File: config.mk
export PLATFORM = sky130hd
export DESIGN_NAME = serial_mag_comp
export DESIGN_NICKNAME = d
export VERILOG_FILES = /design/src/rtl/serial_cmp_pkg.sv /design/src/rtl/serial_mag_comp_step.sv /design/src/rtl/serial_mag_comp.sv
export SDC_FILE = /design/constraint.sdc
export NUM_CORES = 1
export LEC_CHECK = 0
export CAP_MARGIN = 20
export CORE_MARGIN = 2
export CORE_UTILIZATION = 50
export DETAILED_ROUTE_END_ITERATION = 7
export DONT_BUFFER_PORTS = 1
export PLACE_DENSITY = 0.68
export SLEW_MARGIN = 25
export SYNTH_ARGS = -nofsm -noshare
export SYNTH_HDL_FRONTEND = slang
export SYNTH_SLANG_ARGS = --single-unit
export TNS_END_PERCENT = 30
File: constraint.sdc
create_clock -name clk -period 1.3 [get_ports clk]
set_input_delay 0.195 -clock clk [delete_from_list [all_inputs] [get_ports clk]]
set_output_delay 0.195 -clock clk [all_outputs]
set_load 0.01 [all_outputs]
File: src/rtl/serial_cmp_pkg.sv
// Shared types and helpers for the serial magnitude comparator.
package serial_cmp_pkg;

  localparam int CMP_W_DEFAULT = 4;

  typedef logic [1:0] state_t;
  localparam state_t ST_IDLE  = 2'd0;
  localparam state_t ST_SHIFT = 2'd1;
  localparam state_t ST_DONE  = 2'd2;

  function automatic int clog2(input int v);
    int r;
    r = 0;
    while ((1 << r) < v) r++;
    return r;
  endfunction

endpackage

File: src/rtl/serial_mag_comp_step.sv
// One MSB-first compare step: folds the current bit pair into the decided/gt flags.
module cmp_bit_step (
  input  logic a_s,
  input  logic b_s,
  input  logic decided,
  input  logic gt,
  output logic decided_nxt,
  output logic gt_nxt,
  output logic diff
);

  assign diff        = a_s ^ b_s;
  assign decided_nxt = decided | diff;
  // The first differing bit settles the answer; later bits never override it.
  assign gt_nxt      = decided ? gt : (a_s & ~b_s);

endmodule

File: src/rtl/serial_mag_comp.sv
// Bit-serial unsigned magnitude comparator, MSB first, one bit per clock.
// Optional SERIAL_CMP_EARLY_EXIT_EN: leave SHIFT as soon as the operands differ.
//
//  state | meaning
//  IDLE  | waiting for start; last result held on agtb/aeqb/altb
//  SHIFT | examining one bit pair per edge, counter counts down to 0
//  DONE  | one-cycle done strobe, result valid
module serial_mag_comp
  import serial_cmp_pkg::*;
#(
  parameter int W = CMP_W_DEFAULT
) (
  input  logic         clk,
  input  logic         rst_n,
  input  logic         start,
  input  logic [W-1:0] a_in,
  input  logic [W-1:0] b_in,
  output logic         busy,
  output logic         done,
  output logic         agtb,
  output logic         aeqb,
  output logic         altb
);

  localparam int CW = clog2(W);
`ifdef SERIAL_CMP_EARLY_EXIT_EN
  localparam bit EARLY = 1'b1;
`else
  localparam bit EARLY = 1'b0;
`endif

  state_t         state;
  logic [W-1:0]   a_sh;
  logic [W-1:0]   b_sh;
  logic [CW-1:0]  cnt;
  logic           decided;
  logic           gt;
  logic           decided_nxt;
  logic           gt_nxt;
  logic           diff;
  logic           last;

  cmp_bit_step u_step (
    .a_s         (a_sh[W-1]),
    .b_s         (b_sh[W-1]),
    .decided     (decided),
    .gt          (gt),
    .decided_nxt (decided_nxt),
    .gt_nxt      (gt_nxt),
    .diff        (diff)
  );

  assign last = (cnt == '0) || (EARLY && !decided && diff);
  assign busy = (state != ST_IDLE);

  always_ff @(posedge clk or negedge rst_n) begin
    if (!rst_n) begin
      state   <= ST_IDLE;
      a_sh    <= '0;
      b_sh    <= '0;
      cnt     <= '0;
      decided <= 1'b0;
      gt      <= 1'b0;
      done    <= 1'b0;
      agtb    <= 1'b0;
      aeqb    <= 1'b0;
      altb    <= 1'b0;
    end else begin
      case (state)
        ST_IDLE: begin
          done <= 1'b0;
          if (start) begin
            state   <= ST_SHIFT;
            a_sh    <= a_in;
            b_sh    <= b_in;
            cnt     <= CW'(W - 1);
            decided <= 1'b0;
            gt      <= 1'b0;
            agtb    <= 1'b0;
            aeqb    <= 1'b0;
            altb    <= 1'b0;
          end
        end
        ST_SHIFT: begin
          a_sh    <= a_sh << 1;
          b_sh    <= b_sh << 1;
          decided <= decided_nxt;
          gt      <= gt_nxt;
          if (last) begin
            state <= ST_DONE;
            done  <= 1'b1;
            agtb  <= decided_nxt & gt_nxt;
            altb  <= decided_nxt & ~gt_nxt;
            aeqb  <= ~decided_nxt;
          end else begin
            cnt <= cnt - 1'b1;
          end
        end
        ST_DONE: begin
          state <= ST_IDLE;
          done  <= 1'b0;
        end
        default: begin
          state <= ST_IDLE;
          done  <= 1'b0;
        end
      endcase
    end
  end

endmodule

# --- After elaboration in Yosys (flattened, before gate mapping) ---
# Cells that the tools add are included.
totals:
  output_inout_bits: 5
  elab_cells: 53
  input_bits: 11
  regBits: 18
classes:
  eq_ne: 4
  add_sub_neg: 1
  reduce_logical: 8
  n_mux: 22
  n_bitwise: 8
ops:
  columns: ["op", "n"]
  rows:
  - ["$pmux W4 S2", 2]
  - ["$pmux W1 S2", 5]
  - ["$mux W2", 4]
  - ["$mux W4", 2]
  - ["$pmux W2 S2", 2]
  - ["$mux W1", 7]
  - ["$ne A2 B2 Y1 const B", 3]
  - ["$reduce_and A3 Y1", 2]
  - ["$logic_not A2 Y1", 2]
  - ["$reduce_and A2 Y1", 2]
  - ["$reduce_bool A2 Y1", 2]
  - ["$and A1 B1 Y1", 3]
  - ["$not A1 Y1", 3]
  - ["$eq A2 B1 Y1 const B", 1]
  - ["$sub A2 B1 Y2 const B", 1]
  - ["$or A1 B1 Y1", 1]
  - ["$xor A1 B1 Y1", 1]

# --- Logic depth before layout (Yosys ltp) ---
depth:
  depth_word: 7
  depth_mapped: 5
  depth_no_buf: 5

# --- Hierarchy ---
# From an unflattened synthesis, not the netlist that was laid out.
unflattened:
  cells_unflattened: 85
  hier_area_um2: 908.4
modules_own_cells:
  columns: ["module", "cells_each", "area_per_inst_um2", "instances"]
  rows:
  - ["serial_mag_comp", 80, 867.1, 1]
  - ["cmp_bit_step", 5, 41.3, 1]

# --- Worst setup path after synthesis ---
# Ideal clock, no wire load.
synth_timing:
  kind: "register to register"
  from: "reg cnt[0]"
  to: "reg agtb"
  stages_incl_launch_ff: 6
  required_time_ns: 1.175
  setup_slack_ns: -0.058
  t_arrival_ns: 1.233
  n_path_buf: 0
  path_cell_list: "dfrtp_1 inv_1 ha_1 nand2_1 a21oi_4 mux2_4"
synth_via:
  elab_chain_len: 3
synth_lines:
  columns: ["item", "line", "source"]
  rows:
  - ["from (decl)", "serial_mag_comp.sv:35", "logic [CW-1:0] cnt;"]
  - ["from (signal assigned)", "serial_mag_comp.sv:76", "cnt <= CW'(W - 1);"]
  - ["from (signal assigned)", "serial_mag_comp.sv:96", "cnt <= cnt - 1'b1;"]
  - ["$logic_not A2 Y1", "serial_mag_comp.sv:53", "assign last = (cnt == '0) || (EARLY && !decided && diff);"]
  - ["$ne A2 B2 Y1 (no line)", null, null]
  - ["$reduce_and A3 Y1 (no line)", null, null]
  - ["to (signal assigned)", "serial_mag_comp.sv:92", "agtb <= decided_nxt & gt_nxt;"]
  - ["to (decl)", "serial_mag_comp.sv:20", "output logic agtb,"]
# Every way passes these cells.
# A chain may end at the register's enable or synchronous reset.

# --- Worst setup path after layout ---
layout_timing:
  from: "reg state[0]"
  to: "reg aeqb"
layout_via:
  elab_chain_len: 3
  elab_cells_between_ends: 7
layout_lines:
  columns: ["item", "line", "source"]
  rows:
  - ["from (decl)", "serial_mag_comp.sv:32", "state_t state;"]
  - ["from (signal assigned)", "serial_mag_comp.sv:58", "state <= ST_IDLE;"]
  - ["from (signal assigned)", "serial_mag_comp.sv:73", "state <= ST_SHIFT;"]
  - ["from (signal assigned)", "serial_mag_comp.sv:90", "state <= ST_DONE;"]
  - ["$eq A2 B1 Y1 / $logic_not A2 Y1 (equally long branches)", "serial_mag_comp.sv:69", "case (state)"]
  - ["$ne A2 B2 Y1 (no line) / $reduce_bool A2 Y1 (equally long branches)", null, null]
  - ["$reduce_and A3 Y1 (no line)", null, null]
  - ["to (signal assigned)", "serial_mag_comp.sv:94", "aeqb <= ~decided_nxt;"]
  - ["to (decl)", "serial_mag_comp.sv:21", "output logic aeqb,"]
# Several ways; a longest one is shown, not always the timed one.

==> results.md <==
Yosys:
- In the post-synthesis netlist, the biggest area contributors are sky130_fd_sc_hd__dfrtp_1 (50%), sky130_fd_sc_hd__o21ai_1 (5.5%), sky130_fd_sc_hd__and2b_1 (5.0%).
- The post-synthesis cell type count is 27.
- Measured against the total synthesized area, the mux share comes to 0.05540.
- The net count after synthesis is just over 100.
- For this run, the number of Yosys warnings is 0.
- The share of flip-flops with an asynchronous set or reset is 1.000.
- The library cell occupying the most area in the post-synthesis netlist is sky130_fd_sc_hd__dfrtp_1.
- The sequential-to-total area share from yosys stat is 0.4986.
- The average instance area after synthesis is between 10 and 15 µm².
- The count of state elements after synthesis is 18.
- Of the total synthesized cell area, the portion taken by AND, OR, NAND and NOR gates is 0.1662.
- The most used flip-flop cell after synthesis is sky130_fd_sc_hd__dfrtp_1.
- The dominant combinational cell family by area after synthesis is compound AO/OA/AOI/OAI gates.
- The cell count after synthesis came out at 88.
- The share of synthesized area in the top cell type comes to 0.4986.
- The synthesized design contains 0 enable-type register cells.
- The mapped netlist covers around 900 µm².
- Of the total synthesized cell area, the portion taken by XOR and XNOR cells is 0.
- The complex-gate fraction of the synthesized area is 0.2105.
- The arithmetic-cell share of the synthesized area counting full adders, half adders and majority gates is 0.02770.

Timing:
- The setup-violating endpoint count in the final report is 4.
- The measured slew at the worst slew-check pin is 0.8190 ns.
- Headroom to the max-slew limit came out at 0.4522.
- The final worst slack is -0.03524 ns.
- Across the routed clock network, the largest skew measured is roughly 0.0032 ns.
- The number of max-slew violations in the final report was 0.
- Timing would allow up to about 750 MHz.
- Across all hold checks on the routed design, the worst slack comes to 0.05891 ns.
- Setup repair after global routing could not meet its margin everywhere.
- The portion of the clock cycle consumed by the worst path in the final layout is 1.027.
- The number of hold violations in the final report came to 0.
- The routed design could run at a clock period as short as ~1.3 ns.

Setup path:
- The critical path is of the flip-flop to flip-flop type.
- Tracing the worst setup path back leads to its startpoint at state[0]$_DFFE_PN0P_.
- Along the worst path, the maximum fanout reaches 3.
- Data arrives at the worst endpoint at between 1.5 and 2 ns.
- The type of destination of the critical path is a flip-flop.
- The worst setup path is launched from a flip-flop.
- In this run the critical register-to-register path is launched from state[0]$_DFFE_PN0P_.
- The required time of the critical path is around 1.5 ns.

Floorplan:
- The area of the placeable core is about 1700 µm².
- The top-level I/O count is 16.
- The die covers approximately 2200 µm².
- The floorplan step set the die height to between 40 and 50 µm.
- The number of core rows is 15.
- The width of the chip is around 47 µm.
- For this configuration, the core starts out at a cell density of 0.5289.

Pwr:
- The analysis attributes to cell leakage a power of about 0.00055 µW.
- The worst IR drop on VDD is around 1.5 mV.
- The design draws ~2800 µW.
- The power density over the cells is ~2500 nW/µm².

Status:
- The flow ran to the end, but the final reports show violations.
- The final reports fail on setup timing.

Routing:
- Dividing the detail-routed wire length by the instance count gives between 15 and 20 µm.
- The number of DRC markers after the initial detailed-route iteration is 5.
- The via count normalized by instance count is around 5.3.
- The routed wire length is approximately 2000 µm.
- The via total after detailed routing is ~690.
- The first detailed-routing pass took 4 iterations.
- The count of nets left with antenna violations once routing finished came out at 0.
- The DRC violation count after routing is 0.

Min path:
- In this run the worst hold path is classified as input port to flip-flop.
- The hold path startpoint is b_in[0].

Place:
- Prior to clock tree synthesis, the placed netlist has a worst setup slack of -0.02342 ns.
- The count of port buffers added during placement is 0.
- At the end of routability-driven placement, the weighted congestion stood at 0.7475.
- Detailed placement ended at an HPWL of around 1300 µm.
- The cell count after placement is 119.

CTS:
- The tree is rooted in a sky130_fd_sc_hd__clkbuf_4.
- Buffers inserted during clock tree synthesis total 3.
- The deepest level of the CTS H-tree is 1.
- The buffer levels on the longest clock path is 2.
- TritonCTS built the clock tree.
- The clock reaches the later pin of the worst-skew pair after 0.29 ns.
- The tree built by TritonCTS fans out to 18 sinks.
- Clock-pin slew was measured on the worst setup and hold paths at 0.11 ns.

Global route:
- The first global-routing pass estimated approximately 3200 µm of wire.
- For this run, the total global-route usage over all layers was measured as 0.2193.
- The maximum number of pins on one net before global-route repair is 19.
- The number of global-route vias before repair came to ~680.
- The number of antenna violations at the first check in global routing is 0.
- The global route total overflow is 0.

Job:
- Max-cap violations in this run came to 0.

Finish:
- The layout-stage area growth over the synthesis result is 26.59%.
- Summing all flip-flop and latch instances after layout gives 451.7 µm².
- The number of nets in the final layout is between 100 and 150.
- The layout cell share with drive strength beyond 1 is 0.3396.
- 0 antenna diodes ended up in the layout.
- Summing all multi-input logic gate instances after layout gives 460.4 µm².
- The count of filler cells inserted in the layout is roughly 140.
- After the flow finishes, the layout carries non-filler instances totaling 131.
==> stage by stage <==
stage	instance area (µm²)	setup TNS (ns)	util
5_1_grt	1144	-0.3060	0.6696
3_3_place_gp	999.7	-0.02417	0.5853
6_report	1144	-0.08664	0.6696
2_1_floorplan	915.9	0	-
4_1_cts	1110	-0.001151	0.6498
3_5_place_dp	999.7	-0.05924	0.5853
==> critical path, cell delays in order (launching register included) <==
cell and delay [ns]:
sky130_fd_sc_hd__dfrtp_1 0.42, sky130_fd_sc_hd__buf_6 0.13, sky130_fd_sc_hd__nand2b_4 0.15, sky130_fd_sc_hd__a21oi_4 0.20, sky130_fd_sc_hd__buf_6 0.13, sky130_fd_sc_hd__mux2i_2 0.22
==> what timing repair did <==
action	4_1_cts	5_1_grt
hold endpoints to repair	18	0
hold buffers	1	0
pin swaps	2	1
resized for setup	11	5
setup endpoints to repair	4	10
buffers inserted	5	2
==> power breakdown <==
| part | internal [µW] | total (µW) | switching, µW |
|---|---|---|---|
| Combinational | 830 | 1520 | 691 |
| Clock | 171 | 346 | 175 |
| Sequential | 785 | 970 | 185 |
| Total | 1790 | 2840 | 1050 |
==> metal layers <==
layer  track usage  share of wire  vias up
li1              -              -      342
met1        0.2931           0.47      337
met2        0.3583           0.51       10
met3       0.03922          0.017        2
met4       0.06857         0.0055        0
met5             0              0        -
==> synthesized netlist by cell type (2+ instances only) <==
master	n
sky130_fd_sc_hd__dfrtp_1	18
sky130_fd_sc_hd__o21ai_1	10
sky130_fd_sc_hd__a21oi_1	6
sky130_fd_sc_hd__and2b_1	6
sky130_fd_sc_hd__inv_1	6
sky130_fd_sc_hd__a22oi_1	5
sky130_fd_sc_hd__nand2_1	5
sky130_fd_sc_hd__nor2_1	4
sky130_fd_sc_hd__buf_2	3
sky130_fd_sc_hd__nor2b_1	3
sky130_fd_sc_hd__and2_1	2
sky130_fd_sc_hd__ha_1	2
sky130_fd_sc_hd__mux2_4	2
sky130_fd_sc_hd__mux2i_1	2
sky130_fd_sc_hd__nand2b_1	2
==> path summary, 6_finish.rpt <==
kind                                             end  depth (start not counted)  slack [ns]
worst max-delay path                aeqb$_DFFE_PN0P_                          5       -0.04
worst min-delay path             b_sh[0]$_DFFE_PN0P_                          1        0.06
worst max register to register      aeqb$_DFFE_PN0P_                          5       -0.04
worst min register to register        gt$_DFFE_PN0P_                          2        0.51
max in group asynchronous       state[1]$_DFFE_PN0P_                          1        0.31
min in group asynchronous           altb$_DFFE_PN0P_                          1        0.43
==> cells by family (layout without fill, tap and decap cells) <==
logic type,Yosys count,after routing
buffers and inverters,9,27
muxes,4,4
and+or+nand+nor,26,26
AOI/OAI and AO/OA,29,29
DFF,18,18
adders and majority gates,2,2
==> final cells by class <==
type	instances	area share
tap	25	0.02735
multi-input combinational	61	0.4026
clock buffer	4	0.03173
timing repair buffer	17	0.1236
sequential	18	0.3950
inverter	6	0.01969
==> cell usage in the layout, fill, tap and decap left out, types with 2 or more instances in the layout <==
cell type,n
sky130_fd_sc_hd__a21oi_1,6
sky130_fd_sc_hd__a22oi_1,5
sky130_fd_sc_hd__and2_1,2
sky130_fd_sc_hd__and2b_1,5
sky130_fd_sc_hd__buf_4,13
sky130_fd_sc_hd__buf_6,3
sky130_fd_sc_hd__clkbuf_4,3
sky130_fd_sc_hd__dfrtp_1,17
sky130_fd_sc_hd__inv_1,4
sky130_fd_sc_hd__inv_2,2
sky130_fd_sc_hd__mux2_4,2
sky130_fd_sc_hd__nand2_1,4
sky130_fd_sc_hd__nand2b_1,2
sky130_fd_sc_hd__nor2_1,4
sky130_fd_sc_hd__nor2b_1,2
sky130_fd_sc_hd__o21ai_1,10
==> flip-flops by register name (all words and copies together), names as in the netlist <==
| signal | count |
|---|---|
| a_sh | 4 |
| b_sh | 4 |
| cnt | 2 |
| state | 2 |
| aeqb | 1 |
| agtb | 1 |
| altb | 1 |
| decided | 1 |
| done | 1 |
| gt | 1 |
Power figures use the tool's default switching activity.
